## src/rtl/regfile_scoreboard.sv

```systemverilog
// Decode-stage register file with per-register pending-write scoreboard,
// writeback-to-decode operand bypass and an {n,z,p} condition-code register.
// The RAW/WAW stall for decode is generated here from the scoreboard.
module regfile_scoreboard #(
    parameter int WIDTH    = 16,
    parameter int NREGS    = 8,
    parameter int AW       = $clog2(NREGS),
    parameter int PEND_MAX = 3
) (
    input  logic             clk,
    input  logic             reset,
    // Decode request
    input  logic             issue_valid,
    input  logic             need_a,
    input  logic             need_b,
    input  logic [AW-1:0]    src_a,
    input  logic [AW-1:0]    src_b,
    input  logic             has_dest,
    input  logic [AW-1:0]    issue_dest,
    output logic             stall,
    output logic [WIDTH-1:0] reg_a,
    output logic [WIDTH-1:0] reg_b,
    // Writeback
    input  logic             wb_valid,
    input  logic [AW-1:0]    wb_dest,
    input  logic [WIDTH-1:0] wb_data,
    input  logic             wb_setcc,
    // Mispredict squash
    input  logic             flush,
    output logic [2:0]       cc
);

    localparam int CW = $clog2(PEND_MAX + 1);

    typedef logic [CW-1:0] cnt_t;

    localparam cnt_t CNT_MAX = cnt_t'(PEND_MAX);

    logic [NREGS-1:0][WIDTH-1:0] rf_q;
    logic [NREGS-1:0][CW-1:0]    cnt_q, cnt_d;
    logic [2:0]                  cc_q, cc_d;

    logic [NREGS-1:0] wb_hit;
    logic [NREGS-1:0] busy;
    logic             dest_full;
    logic             issue_fire;

    // Per-register writeback match and effective busy; a register whose last
    // outstanding write retires this cycle is free because the bypass covers it.
    always_comb begin
        // NOTE: every always_comb output gets a default first so no path can leave it unassigned and infer a latch.
        wb_hit = '0;
        busy   = '0;
        for (int r = 0; r < NREGS; r++) begin
            wb_hit[r] = wb_valid && (wb_dest == AW'(r));
            busy[r]   = cnt_t'(cnt_q[r]) > (wb_hit[r] ? cnt_t'(1) : cnt_t'(0));
        end
    end

    // Hazard detection: RAW on either needed source, WAW when the destination
    // already has the maximum number of outstanding writes.
    always_comb begin
        dest_full  = (cnt_t'(cnt_q[issue_dest]) == CNT_MAX) && !wb_hit[issue_dest];
        stall      = issue_valid && ((need_a && busy[src_a]) ||
                                     (need_b && busy[src_b]) ||
                                     (has_dest && dest_full));
        issue_fire = issue_valid && !stall && !flush;
    end

    // Operand read with writeback bypass; applies whether or not the register is pending.
    assign reg_a = wb_hit[src_a] ? wb_data : rf_q[src_a];
    assign reg_b = wb_hit[src_b] ? wb_data : rf_q[src_b];
    assign cc    = cc_q;

    // Pending-count next state; flush clears everything, a simultaneous
    // issue and retire to the same register leaves its count unchanged.
    always_comb begin
        logic inc;
        logic dec;
        inc   = 1'b0;
        dec   = 1'b0;
        cnt_d = cnt_q;
        for (int r = 0; r < NREGS; r++) begin
            inc = issue_fire && has_dest && (issue_dest == AW'(r));
            dec = wb_hit[r] && (cnt_q[r] != '0);
            if (flush) begin
                cnt_d[r] = '0;
            end else if (inc && !dec) begin
                cnt_d[r] = cnt_q[r] + cnt_t'(1);
            end else if (dec && !inc) begin
                cnt_d[r] = cnt_q[r] - cnt_t'(1);
            end
        end
    end

    // Condition codes from the retiring value when requested, otherwise held.
    always_comb begin
        cc_d = cc_q;
        if (wb_valid && wb_setcc) begin
            cc_d = {wb_data[WIDTH-1],
                    wb_data == '0,
                    !wb_data[WIDTH-1] && (wb_data != '0)};
        end
    end

    // State registers; reset wins over writeback, issue and flush.
    always_ff @(posedge clk) begin
        // NOTE: the register array is reset explicitly because architectural state must read 0 after reset; plain storage arrays normally are not.
        if (reset) begin
            rf_q  <= '0;
            cnt_q <= '0;
            cc_q  <= 3'b010;
        end else begin
            // NOTE: sequential state uses non-blocking assignments so every register samples pre-edge values.
            if (wb_valid) begin
                rf_q[wb_dest] <= wb_data;
            end
            cnt_q <= cnt_d;
            cc_q  <= cc_d;
        end
    end

endmodule

```

## config.mk

```make
export PLATFORM = sky130hd
export DESIGN_NAME = regfile_scoreboard
export DESIGN_NICKNAME = d
export VERILOG_FILES = /design/src/rtl/regfile_scoreboard.sv
export SDC_FILE = /design/constraint.sdc
export NUM_CORES = 1
export LEC_CHECK = 0
export ABC_AREA = 1
export CAP_MARGIN = 15
export CORE_ASPECT_RATIO = 1.5
export CORE_MARGIN = 4
export CORE_UTILIZATION = 40
export CTS_CLUSTER_DIAMETER = 120
export DETAILED_ROUTE_END_ITERATION = 10
export RECOVER_POWER = 25
export SKIP_CTS_REPAIR_TIMING = 1
export SLEW_MARGIN = 20
export SYNTH_ARGS = -nofsm -noshare
export SYNTH_HDL_FRONTEND = slang
export SYNTH_SLANG_ARGS = --single-unit
```

## constraint.sdc

```tcl
create_clock -name clk -period 6.8 [get_ports clk]
set_input_delay 1.36 -clock clk [delete_from_list [all_inputs] [get_ports clk]]
set_output_delay 1.36 -clock clk [all_outputs]
set_load 0.1 [all_outputs]
```

# Yosys cells after proc, flatten, opt, wreduce, memory -nomap -nowiden
# Index checks and enable logic that the tools add are counted.
# W data, S select, Z words.
[word_totals]
ram_bits = 0
latchBits = 0
word_cells = 200
regBits = 147
memories = 0
rom_bits = 0
in_bits = 37
[op_classes]
eq_ne = 15
n_mux = 45
div = 0
order_cmp = 13
bitwise = 0
shifts = 0
multipliers = 0
addsub = 16
reduce_logical = 94
[ops]
columns = ["op", "count"]
rows = [
  ["$bwmux W128", 1],
  ["$bmux W16 S3", 2],
  ["$mux W16", 5],
  ["$logic_and A1 B1 Y1", 51],
  ["$demux W16 S3", 1],
  ["$mux W2", 17],
  ["$reduce_bool A2 Y1", 16],
  ["$eq A3 B3 Y1 const B", 8],
  ["$logic_not A1 Y1", 20],
  ["$add A2 B1 Y2 const B", 8],
  ["$gt A2 B1 Y1", 8],
  ["$logic_not A16 Y1", 1],
  ["$lt A3 B4 Y1 const B", 4],
  ["$reduce_bool A16 Y1", 1],
  ["$sub A2 B1 Y2 const B", 8],
  ["$bmux W1 S3", 5],
  ["$mux W1", 13],
  ["$eq A3 B2 Y1 const B", 4],
  ["$bmux W2 S3", 1],
  ["$eq A3 B1 Y1 const B", 2],
  ["$logic_not A3 Y1", 2],
  ["$ge A3 B1 Y1 const B", 1],
  ["$eq A2 B2 Y1 const B", 1],
  ["$logic_or A1 B1 Y1", 2],
  ["$reduce_or A2 Y1", 1],
]

# Logic depth before layout (Yosys ltp)
# Gate-level depths: netlist (run 1).
[logic_depth]
word_depth = 19
ltp_mapped = 19
ltp_nobuf = 18

# Worst setup path before layout (run 1)
# OpenSTA, ideal clock, no wires.
[synth_timing]
path_type = "in2out"
startpoint = "input wb_valid"
endpoint = "output stall"
stages = 12
arrival_ns = 4.503
path_buffers = 1
slack_ns = 0.937
path_cell_list = "nand2_2 -> inv_2 -> nand2_2 -> clkbuf_1 -> inv_1 -> ha_1 -> or2_2 -> nand3_1 -> nand3_1 -> nand3_1 -> nand3_1 -> a31oi_1"
[synth_via]
elab_chain_cells = 9
[synth_lines]
columns = ["item", "line_no", "rtl"]
rows = [
  ["start, declared", "24", "input logic wb_valid,"],
  ["$logic_and A1 B1 Y1", "55", "wb_hit[r] = wb_valid && (wb_dest == AW'(r));"],
  ["$mux W1", "56", "busy[r] = cnt_t'(cnt_q[r]) > (wb_hit[r] ? cnt_t'(1) : cnt_t'(0));"],
  ["$gt A2 B1 Y1", "56", ""],
  ["$bmux W1 S3, on equally long branches", "64, 65", ""],
  ["$mux W1, on equally long branches", "64, 65", ""],
  ["$logic_and A1 B1 Y1, on equally long branches", "64, 65", ""],
  ["$logic_or A1 B1 Y1", "64", "stall = issue_valid && ((need_a && busy[src_a]) ||"],
  ["$logic_or A1 B1 Y1 (*)", "65", "(need_b && busy[src_b]) ||"],
  ["$logic_and A1 B1 Y1 (*)", "64", ""],
  ["end, declared", "20", "output logic stall,"],
]
# Every way passes the cells marked *; elsewhere a longest branch is shown, timed or not. The select of a mux whose other input is x is not followed.

# Final worst setup path (run 1)
# Ends and elaborated chain as after synthesis.

==> results.sh, run 1 <==
export IMPL_outcome="finished with violations"
export IMPL_violations="capacitance limit, slew limit"
export IMPL_drive_gt1_share_pct=12.2
export IMPL_wl_um=29800
export IMPL_drt_first_pass_iters=6
export IMPL_wl_per_cell_um=18.6
export IMPL_areaGrowthSynthToFinish_pct=18.7
export IMPL_cts_path_max_buffers=2
export IMPL_critical_path_max_stage_delay_ns=0.61
export IMPL_yosysSeqAreaShare_pct=33.9
export IMPL_rows=65
export IMPL_timing_fmax_ghz=0.175
export IMPL_netlist_cell_type_count=30
export IMPL_worst_slew_pin_slew_ns=1.60
export IMPL_finalCriticalPeriod_ns=5.70
export IMPL_fin_setup_tns_ns=0
export IMPL_io_pins=73
export IMPL_final_cell_mix="334 x o21ai_0, 222 x a21oi_1, 171 x nand2_1"
export IMPL_ant_nets=0
export IMPL_syn_nets=1365
export IMPL_nets=1375
export IMPL_crit_buf_inv=4
export IMPL_mostFrequentLayoutCell="o21ai_0"
export IMPL_crit_fanout=35
export IMPL_cp_required_ns=5.44
export IMPL_async_flop_share_pct=0
export IMPL_cellPowerDensity_nw_per_um2=251
export IMPL_hpwlAfterDp_um=19800
export IMPL_vias=9169
export IMPL_clkTransAtPathRegs_ns=0.06
export IMPL_clock_sinks=147
export IMPL_antenna_found_initial=0
export IMPL_crit_chain="dlygate4sd3_1 > nand2_2 > inv_2 > nand2_2 > inv_1 > ha_1 > or2_2 > nand3_1 > nand3_1 > nand3_1 > nand3_1 > a31oi_1 > buf_4"
export IMPL_power_uw=2590
export IMPL_synth_seq_cells=147
export IMPL_dominantRegCellSynth="dfxtp_1"
export IMPL_slew_headroom_pct=-6.87
export IMPL_core_sq_um=21200
export IMPL_synthCells=1312
export IMPL_path_depth=13
export IMPL_die_width_um=128
export IMPL_crit_top_cell="nand3_1"
export IMPL_grt_pass1_vias=8556
export IMPL_holdPathStages=2
export IMPL_tritoncts="built"
export IMPL_diodes=0
export IMPL_max_cap_violations=1
export IMPL_drtIter0Drc=946
export IMPL_grt_max_degree=83
export IMPL_crit_path_start_kind="input pin"
export IMPL_fp_dieArea_sq_um=24200
export IMPL_viasPerCell=5.73
export IMPL_drc=0
export IMPL_regArea_sq_um=2940
export IMPL_rsz0062_at_grt="false"
export IMPL_drv_slew=60
export IMPL_initial_core_util_pct=40.9
export IMPL_cts_root_buf="clkbuf_16"
export IMPL_syn_area_sq_um=8680
export IMPL_hold_viol=0
export IMPL_ctsHtreeMaxLevel=4
export IMPL_clk_latency_ns=0.42
export IMPL_critPathTopFamily="simple AND/OR/NAND/NOR gates"
export IMPL_ir_drop_mv=0.157
export IMPL_worstHoldPathType="register to register"
export IMPL_port_buffers=72
export IMPL_cp_slowest_cell="dlygate4sd3_1"
export IMPL_grt_pass1_wl_um=47100
export IMPL_fin_worst_skew_ns=0.00584
export IMPL_nFillCells=2166
export IMPL_fin_crit_sh_pct=83.8
export IMPL_grt_usage_pct=24.7
export IMPL_critPathKind="input pin to output pin"
export IMPL_ys_warn_count=0
export IMPL_gr_total_overflow=0
export IMPL_synth_edff_count=0
export IMPL_synth_area_per_cell_sq_um=6.61
export IMPL_leakage_uw=0.00404
export IMPL_cts_buffers=17
export IMPL_reg2reg_depth=14
export IMPL_die_y_um=188
export IMPL_multi_input_area_sq_um=4910
export IMPL_place_gp_congestion=0.871
export IMPL_worstPathArrival_ns=4.34
export IMPL_end_kind="output pin"
export IMPL_finalSetupViolCount=0
[cell usage after synthesis, types with 6 or more instances]
cell      number  area share [%]
o21ai_0      334              19
a21oi_1      222              13
nand2_1      171             7.4
dfxtp_1      147              34
inv_1         86             3.7
nor2_1        78             3.4
clkbuf_1      55             2.4
nand3_1       43             2.5
o21ai_2       32             3.2
buf_2         28             1.6
ha_1          16             2.3
nor2_2        13            0.94
o21ai_1       13            0.75
nand2_2       12            0.87
buf_1          8            0.35
inv_2          8            0.35
o21a_1         8            0.69
buf_6          6            0.78
or2_2          6            0.43
[metrics by stage]
stage	area (sq um)	std cells	util, %	hold slack [ns]	worst slack (ns)
after global placement	9640	1571	45.4	0.456	1.25
after global routing	10300	1601	48.5	0.485	0.854
after CTS	10300	1601	48.5	0.469	1.22
after detailed placement	9640	1571	45.4	0.457	1.23
after floorplan	8680	1312	-	0.450	0.937
final	10300	1601	48.5	0.460	1.10
[report_power, final]
| group | switching (uW) | internal (uW) | total [uW] |
|---|---|---|---|
| sequential | 15.9 | 889 | 905 |
| clock | 372 | 686 | 1060 |
| combinational | 441 | 185 | 626 |
| total | 829 | 1760 | 2590 |
[registers in the layout, indices dropped and copies added, names as in the netlist]
| name | count |
|---|---|
| cc | 3 |
| rf_q | 128 |
| cnt_q | 16 |
[per-layer routing]
layer | vias up | global-route usage, % | wire length, um
met5 | - | 0 | 0
li1 | 4482 | - | -
met3 | 80 | 3.37 | 1370
met2 | 331 | 43.6 | 15400
met1 | 4276 | 28.7 | 11700
met4 | 0 | 12.5 | 1370
[worst reg2reg max path: stages (launching register included)]
cell	delay, ns
dfxtp_1	0.36
inv_1	0.10
ha_1	0.29
or2_2	0.30
nand3_1	0.08
nand3_1	0.07
nand3_1	0.12
nand3_1	0.14
nand4_4	0.24
nor2_2	0.06
ha_1	0.32
a21oi_1	0.11
o21ai_0	0.13
a21oi_1	0.16
o21a_1	0.13
[worst paths after layout]
path,from,end,slack (ns)
worst min register to register,cc[1]$_SDFFE_PP1P_,cc[1]$_SDFFE_PP1P_,0.46
worst min-delay path,cc[1]$_SDFFE_PP1P_,cc[1]$_SDFFE_PP1P_,0.46
worst max-delay path,wb_valid,stall,1.10
worst max register to register,cnt_q[4]$_SDFFE_PP0P_,cnt_q[5]$_SDFFE_PP0P_,4.14
[cell type report]
type	instances	share of cell area (%)
Sequential cell	147	28.6
Timing Repair Buffer	90	10.6
Tap cell	268	3.26
Multi-Input combinational cell	968	47.6
Clock inverter	9	1.71
Inverter	98	3.58
Clock buffer	21	4.66
[cell families (layout without fill, tap and decap cells)]
group | after synthesis | in the layout | share of synthesized area (%)
xor gates and xnor gates | 3 | 3 | 0.303
AOI/OAI and AO/OA | 615 | 615 | 37.2
adders and majority gates | 16 | 16 | 2.31
buffers and inverters | 197 | 218 | 9.55
and+or+nand+nor | 334 | 334 | 16.7
DFF | 147 | 147 | 33.9
No activity file was read; power rests on OpenSTA's default activity.
==> run 2: changes to the inputs <==
==> constraint.sdc (replaced) <==
create_clock -name clk -period 4.7 [get_ports clk]
set_input_delay 0.94 -clock clk [delete_from_list [all_inputs] [get_ports clk]]
set_output_delay 0.94 -clock clk [all_outputs]
set_load 0.1 [all_outputs]
==> run 2 against run 1 <==
  * Critical path type unchanged
  * Wire length decreased by 0.68%
  * Worst hold slack about the same
  * Sequential cell count unchanged
  * Highest routed layer unchanged
  * First-iteration DRC count decreased by 4.1%
  * The run still ends with capacitance limit, slew limit left
==> results.sh, run 2 (synthesis gave the netlist of run 1 again) <==
export IMPL_outcome="finished with violations"
export IMPL_violations="capacitance limit, slew limit"
export IMPL_clock_sinks=147
export IMPL_nets=1383
export IMPL_swShare_pct=32.5
export IMPL_max_cap_violations=1
export IMPL_antenna_found_initial=0
export IMPL_clkTransAtPathRegs_ns=0.06
export IMPL_critPathKind="input pin to output pin"
export IMPL_slew_headroom_pct=-0.985
export IMPL_gr_total_overflow=0
export IMPL_drtIter0Drc=907
export IMPL_ctsHtreeMaxLevel=4
export IMPL_die_y_um=188
export IMPL_final_cell_mix="334 x o21ai_0, 222 x a21oi_1, 171 x nand2_1"
export IMPL_drt_first_pass_iters=6
export IMPL_fp_dieArea_sq_um=24200
export IMPL_wl_per_cell_um=18.4
export IMPL_ant_nets=0
export IMPL_end_kind="output pin"
export IMPL_hold_viol=0
export IMPL_grt_max_degree=109
export IMPL_clk_latency_ns=0.42
export IMPL_grt_pass1_vias=8646
export IMPL_viasPerCell=5.64
export IMPL_core_sq_um=21200
export IMPL_power_uw=3640
export IMPL_crit_fanout=4
export IMPL_cts_path_max_buffers=2
export IMPL_cellPowerDensity_nw_per_um2=349
export IMPL_hpwlAfterDp_um=19100
export IMPL_rsz0062_at_grt="false"
export IMPL_seqPwrFrac_pct=36.0
export IMPL_drv_slew=54
export IMPL_drive_gt1_share_pct=12.3
export IMPL_cts_buffers=17
export IMPL_rows=65
export IMPL_cp_required_ns=3.76
export IMPL_finalCriticalPeriod_ns=4.39
export IMPL_ir_drop_mv=0.237
export IMPL_power_frac_comb_pct=25.9
export IMPL_vias=9074
export IMPL_port_buffers=72
export IMPL_p_sw_uw=1180
export IMPL_finalSetupViolCount=0
export IMPL_hold_worst_slack_ns=0.460
export IMPL_die_width_um=128
export IMPL_crit_path_start_kind="input pin"
export IMPL_worst_slew_pin_slew_ns=1.51
export IMPL_drc=0
export IMPL_fin_worst_skew_ns=0.00467
export IMPL_mostFrequentLayoutCell="o21ai_0"
export IMPL_worstPathArrival_ns=3.45
export IMPL_fin_setup_tns_ns=0
export IMPL_regMostFlops="rf_q"
export IMPL_stdcell_area_sq_um=10400
export IMPL_r2r_slack_ns=1.99
export IMPL_internal_power_uw=2460
export IMPL_tritoncts="built"
export IMPL_place_gp_congestion=0.861
export IMPL_areaGrowthSynthToFinish_pct=20.3
export IMPL_io_pins=73
export IMPL_fin_crit_sh_pct=93.4
export IMPL_initial_core_util_pct=40.9
export IMPL_grt_usage_pct=24.4
export IMPL_timing_fmax_ghz=0.228
export IMPL_grt_pass1_wl_um=46800
export IMPL_worstHoldPathType="register to register"
export IMPL_cts_root_buf="clkbuf_16"
export IMPL_diodes=0
export IMPL_largest_reg_flops=128
export IMPL_clockPowerShare_pct=38.1
export IMPL_placed_cell_area_sq_um=9850
export IMPL_wl_um=29600
export IMPL_leakage_uw=0.00408
[run 2: cell count changes in the layout (fill, tap and decap cells not counted), sizes merged]
cell | previous run | this run
clkbuf | 21 | 26
clkinv | 7 | 4
buf | 55 | 63
bufinv | 5 | 3
[run 2: worst paths after layout]
path,depth (start not counted),startpoint,end
setup / recovery,13,wb_valid,stall
hold / removal,2,cc[1]$_SDFFE_PP1P_,cc[1]$_SDFFE_PP1P_
setup reg to reg,14,cnt_q[0]$_SDFFE_PP0P_,cnt_q[5]$_SDFFE_PP0P_
hold reg to reg,2,cc[1]$_SDFFE_PP1P_,cc[1]$_SDFFE_PP1P_
[run 2: cell type report]
| type | instances | area, sq um |
|---|---|---|
| clock buffer | 26 | 489 |
| clock inverter | 4 | 97.6 |
| fill | 2174 | 10800 |
| inverter | 98 | 369 |
| multi-input combinational | 968 | 4910 |
| sequential | 147 | 2940 |
| tap | 268 | 335 |
| timing repair buffer | 98 | 1290 |
[run 2: layer usage]
metal,part of all wire (%),up-vias,global-route usage (%)
li1,-,4499,-
met1,40,4208,29.1
met2,51,308,42.8
met3,5.2,59,3.60
met4,3.8,0,10.9
met5,0,-,0
[run 2: power by group through the flow]
stage | Sequential (uW) | Combinational (uW) | Clock (uW)
2_1_floorplan | 1340 | 601 | 0
3_3_place_gp | 1330 | 936 | 0
3_5_place_dp | 1330 | 941 | 0
4_1_cts | 1310 | 942 | 1410
5_1_grt | 1310 | 998 | 1470
6_report | 1310 | 941 | 1390
[run 2: worst max-delay path, stage by stage]
cell	delay [ns]
dlygate4sd3_1	0.62
inv_1	0.07
nor2_2	0.17
nand2_1	0.12
inv_2	0.07
ha_1	0.21
or2_2	0.30
nand3_1	0.08
nand3_1	0.09
nand3_1	0.11
nand3_1	0.16
a31oi_2	0.29
buf_12	0.21
[run 2: through the flow]
step | std cells | utilization [%] | setup slack [ns]
2_1_floorplan | 1312 | - | 0.334
3_3_place_gp | 1579 | 46.4 | 0.380
6_report | 1609 | 49.2 | 0.309
3_5_place_dp | 1579 | 46.4 | 0.401
5_1_grt | 1609 | 49.2 | 0.0944
4_1_cts | 1609 | 49.2 | 0.376
==> run 3: changes to the inputs <==
--- a/config.mk
+++ b/config.mk
@@ -7,11 +7,14 @@
 export LEC_CHECK = 0
 export ABC_AREA = 1
 export CAP_MARGIN = 15
+export CELL_PAD_IN_SITES_DETAIL_PLACEMENT = 0
+export CELL_PAD_IN_SITES_GLOBAL_PLACEMENT = 2
 export CORE_ASPECT_RATIO = 1.5
 export CORE_MARGIN = 4
-export CORE_UTILIZATION = 40
+export CORE_UTILIZATION = 29
 export CTS_CLUSTER_DIAMETER = 120
 export DETAILED_ROUTE_END_ITERATION = 10
+export PLACE_DENSITY_LB_ADDON = 0.1
 export RECOVER_POWER = 25
 export SKIP_CTS_REPAIR_TIMING = 1
 export SLEW_MARGIN = 20
==> run 3 against run 2 <==
  * The run ends with capacitance limit left
  * First-iteration DRC count decreased by 30%
  * Sequential share of layout area is 0.53 points lower
  * Design area up 1.9%
  * Clock-buffer cell count increased by 1
  * Worst hold slack got worse by 0.0091 ns
  * Wire length is 23% higher
  * Global-route usage is 2.1 points lower
  * Clock power barely moved
  * Core utilization is 13 points lower
  * Critical endpoint unchanged
==> results.sh, run 3 (synthesis gave the netlist of run 1 again) <==
export IMPL_largest_reg_flops=128
export IMPL_drt_first_pass_iters=5
export IMPL_critPathKind="input pin to output pin"
export IMPL_initial_core_util_pct=29.4
export IMPL_finalSetupViolCount=0
export IMPL_critPathTopFamily="buffers and inverters"
export IMPL_fin_setup_tns_ns=0
export IMPL_worst_slew_pin_slew_ns=1.48
export IMPL_hold_viol=0
export IMPL_cp_required_ns=3.76
export IMPL_crit_top_cell="nand3_1"
export IMPL_grt_usage_pct=22.4
export IMPL_wl_per_cell_um=20.8
export IMPL_clkTransAtPathRegs_ns=0.06
export IMPL_fin_crit_sh_pct=92.5
export IMPL_max_cap_violations=1
export IMPL_outcome="finished with violations"
export IMPL_crit_buf_inv=4
export IMPL_ir_drop_mv=0.233
export IMPL_gr_total_overflow=0
export IMPL_fin_worst_skew_ns=0.00455
export IMPL_slew_headroom_pct=1.41
export IMPL_regMostFlops="rf_q"
export IMPL_cellPowerDensity_nw_per_um2=342
export IMPL_worstPathArrival_ns=3.41
export IMPL_die_y_um=220
export IMPL_vias=9059
export IMPL_viasPerCell=5.18
export IMPL_critical_path_max_stage_delay_ns=0.62
export IMPL_crit_fanout=4
export IMPL_drtIter0Drc=634
export IMPL_port_buffers=72
export IMPL_nets=1395
export IMPL_antenna_found_initial=0
export IMPL_areaGrowthSynthToFinish_pct=22.6
export IMPL_mostFrequentLayoutCell="o21ai_0"
export IMPL_violations="capacitance limit"
export IMPL_drv_slew=0
export IMPL_leakage_uw=0.00413
export IMPL_drc=0
export IMPL_grt_max_degree=69
export IMPL_clock_sinks=147
export IMPL_end_kind="output pin"
export IMPL_rsz0062_at_grt="false"
export IMPL_clk_latency_ns=0.44
export IMPL_hpwlAfterDp_um=24800
export IMPL_ctsHtreeMaxLevel=4
export IMPL_io_pins=73
export IMPL_crit_path_start_kind="input pin"
export IMPL_cp_slowest_cell="dlygate4sd3_1"
export IMPL_grt_pass1_vias=8860
export IMPL_grt_pass1_wl_um=55000
export IMPL_final_cell_mix="334 x o21ai_0, 222 x a21oi_1, 171 x nand2_1"
export IMPL_drive_gt1_share_pct=13.1
export IMPL_ant_nets=0
export IMPL_power_uw=3630
export IMPL_wl_um=36300
export IMPL_rows=77
export IMPL_finalCriticalPeriod_ns=4.35
export IMPL_die_width_um=149
export IMPL_diodes=0
export IMPL_cts_buffers=17
export IMPL_multi_input_area_sq_um=4910
export IMPL_cts_root_buf="clkbuf_16"
export IMPL_core_sq_um=29500
export IMPL_tritoncts="built"
export IMPL_fp_dieArea_sq_um=32800
export IMPL_timing_fmax_ghz=0.230
export IMPL_crit_chain="dlygate4sd3_1 > inv_1 > nor2_2 > nand2_1 > inv_2 > ha_1 > or2_2 > nand3_1 > nand3_1 > nand3_1 > nand3_1 > a31oi_2 > buf_12"
export IMPL_nFillCells=3277
export IMPL_place_gp_congestion=0.788
export IMPL_worstHoldPathType="register to register"
export IMPL_cts_path_max_buffers=2
export IMPL_regArea_sq_um=2940
==> run 3: cell count changes in the layout (fill, tap and decap cells not counted), sizes merged <==
| cell | change |
|---|---|
| bufinv | -1 |
| buf | +12 |
| clkinvlp | -1 |
| clkbuf | +1 |
| clkinv | +3 |
==> run 3: tightest hold or removal path: cells and delay by family, from the launching register on <==
kind / cells / cell delay, ns
AND/OR/NAND/NOR: 2 / 0.11
flip-flops: 1 / 0.30
==> run 3: where the power goes <==
group          total [uW]  switching, uW  internal (uW)
Combinational         969            670            299
Clock                1360            548            808
Sequential           1310           22.3           1290
Total                3630           1240           2390
==> run 3: per-stage QoR <==
stage          hold slack (ns)  area [sq um]  std cells  setup slack (ns)  utilization [%]
6_report                 0.451         10600       1750             0.350             36.1
5_1_grt                  0.490         10600       1750             0.174             36.1
4_1_cts                  0.456         10600       1750             0.402             36.1
3_5_place_dp             0.442         10100       1718             0.422             34.2
3_3_place_gp             0.443         10100       1718             0.423             34.2
2_1_floorplan            0.450          8680       1312             0.334                -
==> run 3: layer usage <==
layer / global-route usage (%) / vias up / wire (um)
met5: 0 / - / 0
met4: 9.44 / 0 / 1180
met3: 2.43 / 53 / 982
met2: 40.2 / 193 / 19000
met1: 26.9 / 4278 / 15100
li1: - / 4535 / -
==> run 3: area by class of cell <==
| class | instances | share of cell area (%) |
|---|---|---|
| well taps | 395 | 4.65 |
| flip-flops and latches | 147 | 27.7 |
| clock inverters | 5 | 0.706 |
| repair buffers | 110 | 12.8 |
| clock buffers | 27 | 4.54 |
| inverters | 98 | 3.47 |
| multi-input cells | 968 | 46.2 |
==> run 3: final timing paths <==
| path | startpoint | end | slack, ns | cells after the start |
|---|---|---|---|---|
| setup reg to reg | cnt_q[4]$_SDFFE_PP0P_ | cnt_q[5]$_SDFFE_PP0P_ | 2.01 | 14 |
| setup / recovery | wb_valid | stall | 0.35 | 13 |
| hold reg to reg | cc[1]$_SDFFE_PP1P_ | cc[1]$_SDFFE_PP1P_ | 0.45 | 2 |
| hold / removal | cc[1]$_SDFFE_PP1P_ | cc[1]$_SDFFE_PP1P_ | 0.45 | 2 |
==> patch 1: new RTL, config.mk and constraints of run 2 <==
`WIDTH`: 16 -> 12.
--- a/src/rtl/regfile_scoreboard.sv
+++ b/src/rtl/regfile_scoreboard.sv
@@ -4,3 +4,3 @@
 module regfile_scoreboard #(
-    parameter int WIDTH    = 16,
+    parameter int WIDTH    = 12,
     parameter int NREGS    = 8,
Interface: changed (resized reg_a, reg_b and wb_data); port bits go from 73 to 61. The function was not compared with the original's and may differ.
==> patch 1 against run 2 <==
  * Register-to-register slack got worse by 0.02 ns
  * Critical path type unchanged
  * Design area shrank 19%
  * Highest routed layer unchanged
  * Power down 18%
  * The run still ends with capacitance limit, slew limit left
  * Clock power decreased by 12%
  * Wire length fell by 20%
  * Sequential cell count fell by 32
  * Critical path depth grew 1
  * Area after synthesis decreased by 20%
  * Setup slack better by 0.039 ns
  * Worst hold slack improved by 0.0030 ns
  * Largest cell class unchanged
  * Sequential power fell by 22%
==> patch 1: results (changes against run 2) <==
Placed design
  – Input/output buffers: 60 (was 72)
  – GP Congestion: 0.962 (was 0.861)
  – Dpl hpwl: 15900 um (was 19100 um)
  – Placed instance area: 0.00788 sq mm (was 0.00985 sq mm)

Worst setup path
  – CP Max Fanout: 15 (was 4)
  – Slowest cell on crit path: clkdlybuf4s50_1 (was dlygate4sd3_1)
  – Flop2flop setup slack: 1.97 ns (was 1.99 ns)
  – R2R Path End: cnt_q[9]$_SDFFE_PP0P_ (was cnt_q[5]$_SDFFE_PP0P_)

Timing
  – Hold_ws: 0.463 ns (was 0.460 ns)
  – Final Max Tran Viols: 97 (was 54)
  – Clock Skew: 0.00837 ns (was 0.00467 ns)

Status
  – Failing checks: capacitance limit, slew limit (unchanged)
  – Status: finished, violations left (unchanged)

Global routing
  – GRT met1 Usage: 0.282 (was 0.291)
  – Vias in the first global route: 6935 (was 8646)
  – Global-route wire length before repair: 36700 um (was 46800 um)
  – Met2 usage: 0.417 (was 0.428)
  – Met3 Use GR: 0.0379 (was 0.0360)

Cells and area
  – Max reg flops: 96 (was 128)
  – Total Nets Final: 1135 (was 1383)
  – Ratio of cells with drive above 1 in the final layout: 0.130 (was 0.123)

Route
  – Vias per cell: 5.62 (was 5.64)
  – First DRT Iteration DRCs: 672 (was 907)

Job
  – MaxCap Viol Count: 1 (unchanged)

Yosys
  – Top cells by count, synth: 258 x o21ai_0, 179 x a21oi_1, 142 x nand2_1 (was 334 x o21ai_0, 222 x a21oi_1, 171 x nand2_1)
  – Synth Area in Compound Gates: 0.370 (was 0.372)
[patch 1: layer usage]
| metal | wire length [um] | vias up |
|---|---|---|
| met4 | 1510 | 0 |
| met2 | 11800 | 266 |
| met3 | 1140 | 73 |
| li1 | - | 3667 |
| met1 | 9200 | 3336 |
| met5 | 0 | - |
[patch 1: area by class of cell]
class                           count  area, sq um
Inverter                           85          319
Fill cell                        1749         8490
Timing Repair Buffer               84         1010
Multi-Input combinational cell    783         3980
Tap cell                          210          263
Sequential cell                   115         2300
Clock inverter                      7         85.1
Clock buffer                       22          454
[patch 1: cell families after synthesis]
group / after synthesis
AO/OA/AOI/OAI: 486
AND/OR/NAND/NOR: 281
buffers and inverters: 156
flip-flops: 115
adder cells (fa/ha/maj): 16
[patch 1: per-stage QoR]
stage	setup WS, ns	instances
after floorplan	0.327	1054
after global placement	0.395	1277
after detailed placement	0.389	1277
after CTS	0.376	1306
after global routing	0.204	1306
final	0.349	1306
[patch 1: worst max path at each step]
stage	start	end	cells after the start
3_3_place_gp	wb_dest[1]	stall	14
5_1_grt	wb_valid	stall	14
6_report	wb_valid	stall	14
3_5_place_dp	wb_valid	stall	14
4_1_cts	wb_valid	stall	14
2_1_floorplan	wb_dest[2]	stall	10
[patch 1: power by group]
part	leakage [uW]	switching (uW)	total (uW)	internal, uW
registers	0.000934	17.3	1020	1010
logic	0.00213	497	725	228
clock network	0.000269	441	1220	779
total	0.00334	956	2970	2010
[patch 1: critical path, delay by kind of cell]
kind            cells  cell delay (ns)
buf+inv             5             1.14
compound gates      1             0.29
fa+ha+maj           1             0.30
simple gates        7             0.75
==> patch 2: new RTL, settings of run 2 <==
Without the edit above. Reset style: asynchronous (`reset`), changed in one clocked block.
--- a/src/rtl/regfile_scoreboard.sv
+++ b/src/rtl/regfile_scoreboard.sv
@@ -106,3 +106,3 @@
     // State registers; reset wins over writeback, issue and flush.
-    always_ff @(posedge clk) begin
+    always_ff @(posedge clk or posedge reset) begin
         // NOTE: the register array is reset explicitly because architectural state must read 0 after reset; plain storage arrays normally are not.
Check against the original RTL: differs if reset is asserted again (counterexample within 4 cycles, from zero or initial values and one cycle with reset high); with reset held inactive, the same outputs for 4 cycles.
==> patch 2 against run 2 <==
  * The flow still finishes with violations (capacitance limit, slew limit)
  * Largest power group is now sequential cells
  * Register-to-register slack better by 0.25 ns
  * Sequential cell count unchanged
  * Design area is 6.2% higher
  * Via count increased by 5.4%
  * Power is 24% higher
  * Setup slack got worse by 0.034 ns
  * Area after synthesis up 5.2%
  * Combinational power is 47% higher
  * Wire length grew 8.0%
==> patch 2: results (changes against run 2) <==
Power
  – P_leak: 0.00517 uW (was 0.00408 uW)
  – Peak VDD IR: 296 uV (was 237 uV)

Hold path
  – Hold Crit Start: rf_q[25]$_DFFE_PP0P_ (was cc[1]$_SDFFE_PP1P_)
  – Worst min-delay path class: reg -> reg (unchanged)
  – Worst Hold Path EP: rf_q[25]$_DFFE_PP0P_ (was cc[1]$_SDFFE_PP1P_)
  – Worst Hold Depth: 2 (unchanged)

Yosys
  – Top cells by count, synth: 333 x o21ai_0, 282 x nand2_1, 156 x nor2_1 (was 334 x o21ai_0, 222 x a21oi_1, 171 x nand2_1)
  – Cells after Synth: 1361 (was 1312)
  – Ys async rst share: 1.00 (was 0)
  – Seq/Total Area, Yosys: 0.403 (was 0.339)
  – Cell variety after synth: 29 (was 30)
  – Top post-synthesis cells by area: dfrtp_1 40%, o21ai_0 18%, nand2_1 12% (was dfxtp_1 34%, o21ai_0 19%, a21oi_1 13%)

CTS
  – Latest clock arrival within the worst-skew pair: 0.44 ns (was 0.42 ns)
  – Clk buf depth: 2 (unchanged)
  – Clock-pin slew on the worst setup and hold paths: 0.06 ns (about the same)
  – H-tree levels: 4 (unchanged)
  – Clock root buffer: clkbuf_16 (unchanged)

Job
  – MaxCap Viol Count: 2 (was 1)

Cells and area
  – Largest reg by FF count: rf_q (unchanged)
  – Max reg flops: 128 (unchanged)
  – Ratio of cells with drive above 1 in the final layout: 0.0805 (was 0.123)
  – ANT cells: 0 (unchanged)

Status
  – Failing checks: capacitance limit, slew limit (unchanged)
  – Status: finished, violations left (unchanged)

Global routing
  – Gr usage total: 0.250 (was 0.244)
  – Largest net degree at the start of global routing: 97 (was 109)
  – Initial antenna violation count: 0 (unchanged)
  – Global-route wire length before repair: 49500 um (was 46800 um)
  – Vias in the first global route: 8785 (was 8646)

Timing
  – Worst Setup Slack, final: 0.275 ns (was 0.309 ns)
  – Final Max Tran Viols: 129 (was 54)
  – Worst slew margin: -0.501 (was -0.00985)
  – Clock Skew: 0.0129 ns (was 0.00467 ns)

Worst setup path
  – Flop2flop setup slack: 2.24 ns (was 1.99 ns)
  – R2R cell count: 16 (was 14)
  – R2R Path End: cnt_q[3]$_DFFE_PP0P_ (was cnt_q[5]$_SDFFE_PP0P_)
  – CP Max Fanout: 6 (was 4)
  – Reg2reg start: cnt_q[4]$_DFFE_PP0P_ (was cnt_q[0]$_SDFFE_PP0P_)
  – Critical Path AT: 3.48 ns (was 3.45 ns)

Placed design
  – Pre-CTS setup slack: 0.388 ns (was 0.401 ns)
  – Dpl hpwl: 21300 um (was 19100 um)
  – GP Congestion: 0.899 (was 0.861)
  – Input/output buffers: 72 (unchanged)
  – Placed Instances: 1660 (was 1579)

Route
  – Drt pass-1 iters: 5 (was 6)
  – Total Wirelength: 32000 um (was 29600 um)
  – First DRT Iteration DRCs: 952 (was 907)
  – Vias per cell: 5.65 (was 5.64)
  – Wirelength per Cell: 18.9 um (was 18.4 um)
==> patch 2: changes by cell type in the layout (fill, tap and decap cells not counted), moves of 32 or more <==
cell | before | now
a31oi_1 | 0 | 32
o21ai_2 | 32 | 0
nor2_1 | 78 | 156
nand2_1 | 171 | 282
dfrtp_1 | 0 | 146
a21oi_1 | 222 | 74
inv_1 | 86 | 122
dfxtp_1 | 147 | 0
==> patch 2: kinds of logic after synthesis <==
kind of cell / Yosys count / synth area share
AOI/OAI and AO/OA: 443 / 0.248
muxes: 1 / 0.00123
DFF: 147 / 0.403
and+or+nand+nor: 546 / 0.246
adders and majority gates: 8 / 0.0110
buffers and inverters: 216 / 0.0907
==> patch 2: per-stage QoR <==
stage	instance area [sq um]	total power (uW)	hold slack, ns
2_1_floorplan	9130	2570	0.453
5_1_grt	11100	4730	0.511
4_1_cts	11100	4540	0.488
3_5_place_dp	10500	3040	0.474
6_report	11100	4510	0.483
3_3_place_gp	10500	3030	0.468
==> patch 2: layer usage <==
| metal | up-vias | global-route usage | part of all wire |
|---|---|---|---|
| met5 | - | 0 | 0 |
| met4 | 0 | 0.112 | 0.037 |
| met3 | 66 | 0.0509 | 0.063 |
| met2 | 384 | 0.409 | 0.46 |
| met1 | 4507 | 0.323 | 0.44 |
| li1 | 4607 | - | - |
==> patch 2: worst max path at each step <==
| stage | start | endpoint | cells past startpoint |
|---|---|---|---|
| after detailed placement | wb_valid | stall | 14 |
| after CTS | wb_valid | stall | 14 |
| after global routing | wb_valid | stall | 14 |
| after floorplan | wb_valid | stall | 16 |
| final | wb_valid | stall | 14 |
| after global placement | wb_valid | stall | 14 |
==> patch 2: layout make-up <==
cell class | instances | area (sq um)
Multi-Input combinational cell | 998 | 4620
Timing Repair Buffer | 109 | 1320
Sequential cell | 147 | 3680
Fill cell | 2233 | 11300
Clock buffer | 24 | 482
Tap cell | 276 | 345
Inverter | 130 | 489
Clock inverter | 8 | 148
==> patch 2: where the power goes <==
part / internal, uW / leakage (uW) / switching [uW] / total, uW
combinational: 460 / 0.00301 / 916 / 1380
sequential: 1490 / 0.00185 / 166 / 1650
clock: 933 / 0.000309 / 549 / 1480
total: 2880 / 0.00517 / 1630 / 4510
==> patch 2: worst max-delay path, cell delays in order <==
cell	delay, ns
dlygate4sd3_1	0.62
nand2_1	0.09
nor2_1	0.50
ha_1	0.35
inv_1	0.06
nand2_1	0.06
nand3_1	0.07
nand3_1	0.08
nand3_1	0.11
nand3_1	0.09
nand2_1	0.11
nor2_4	0.05
nor2_1	0.16
buf_12	0.20
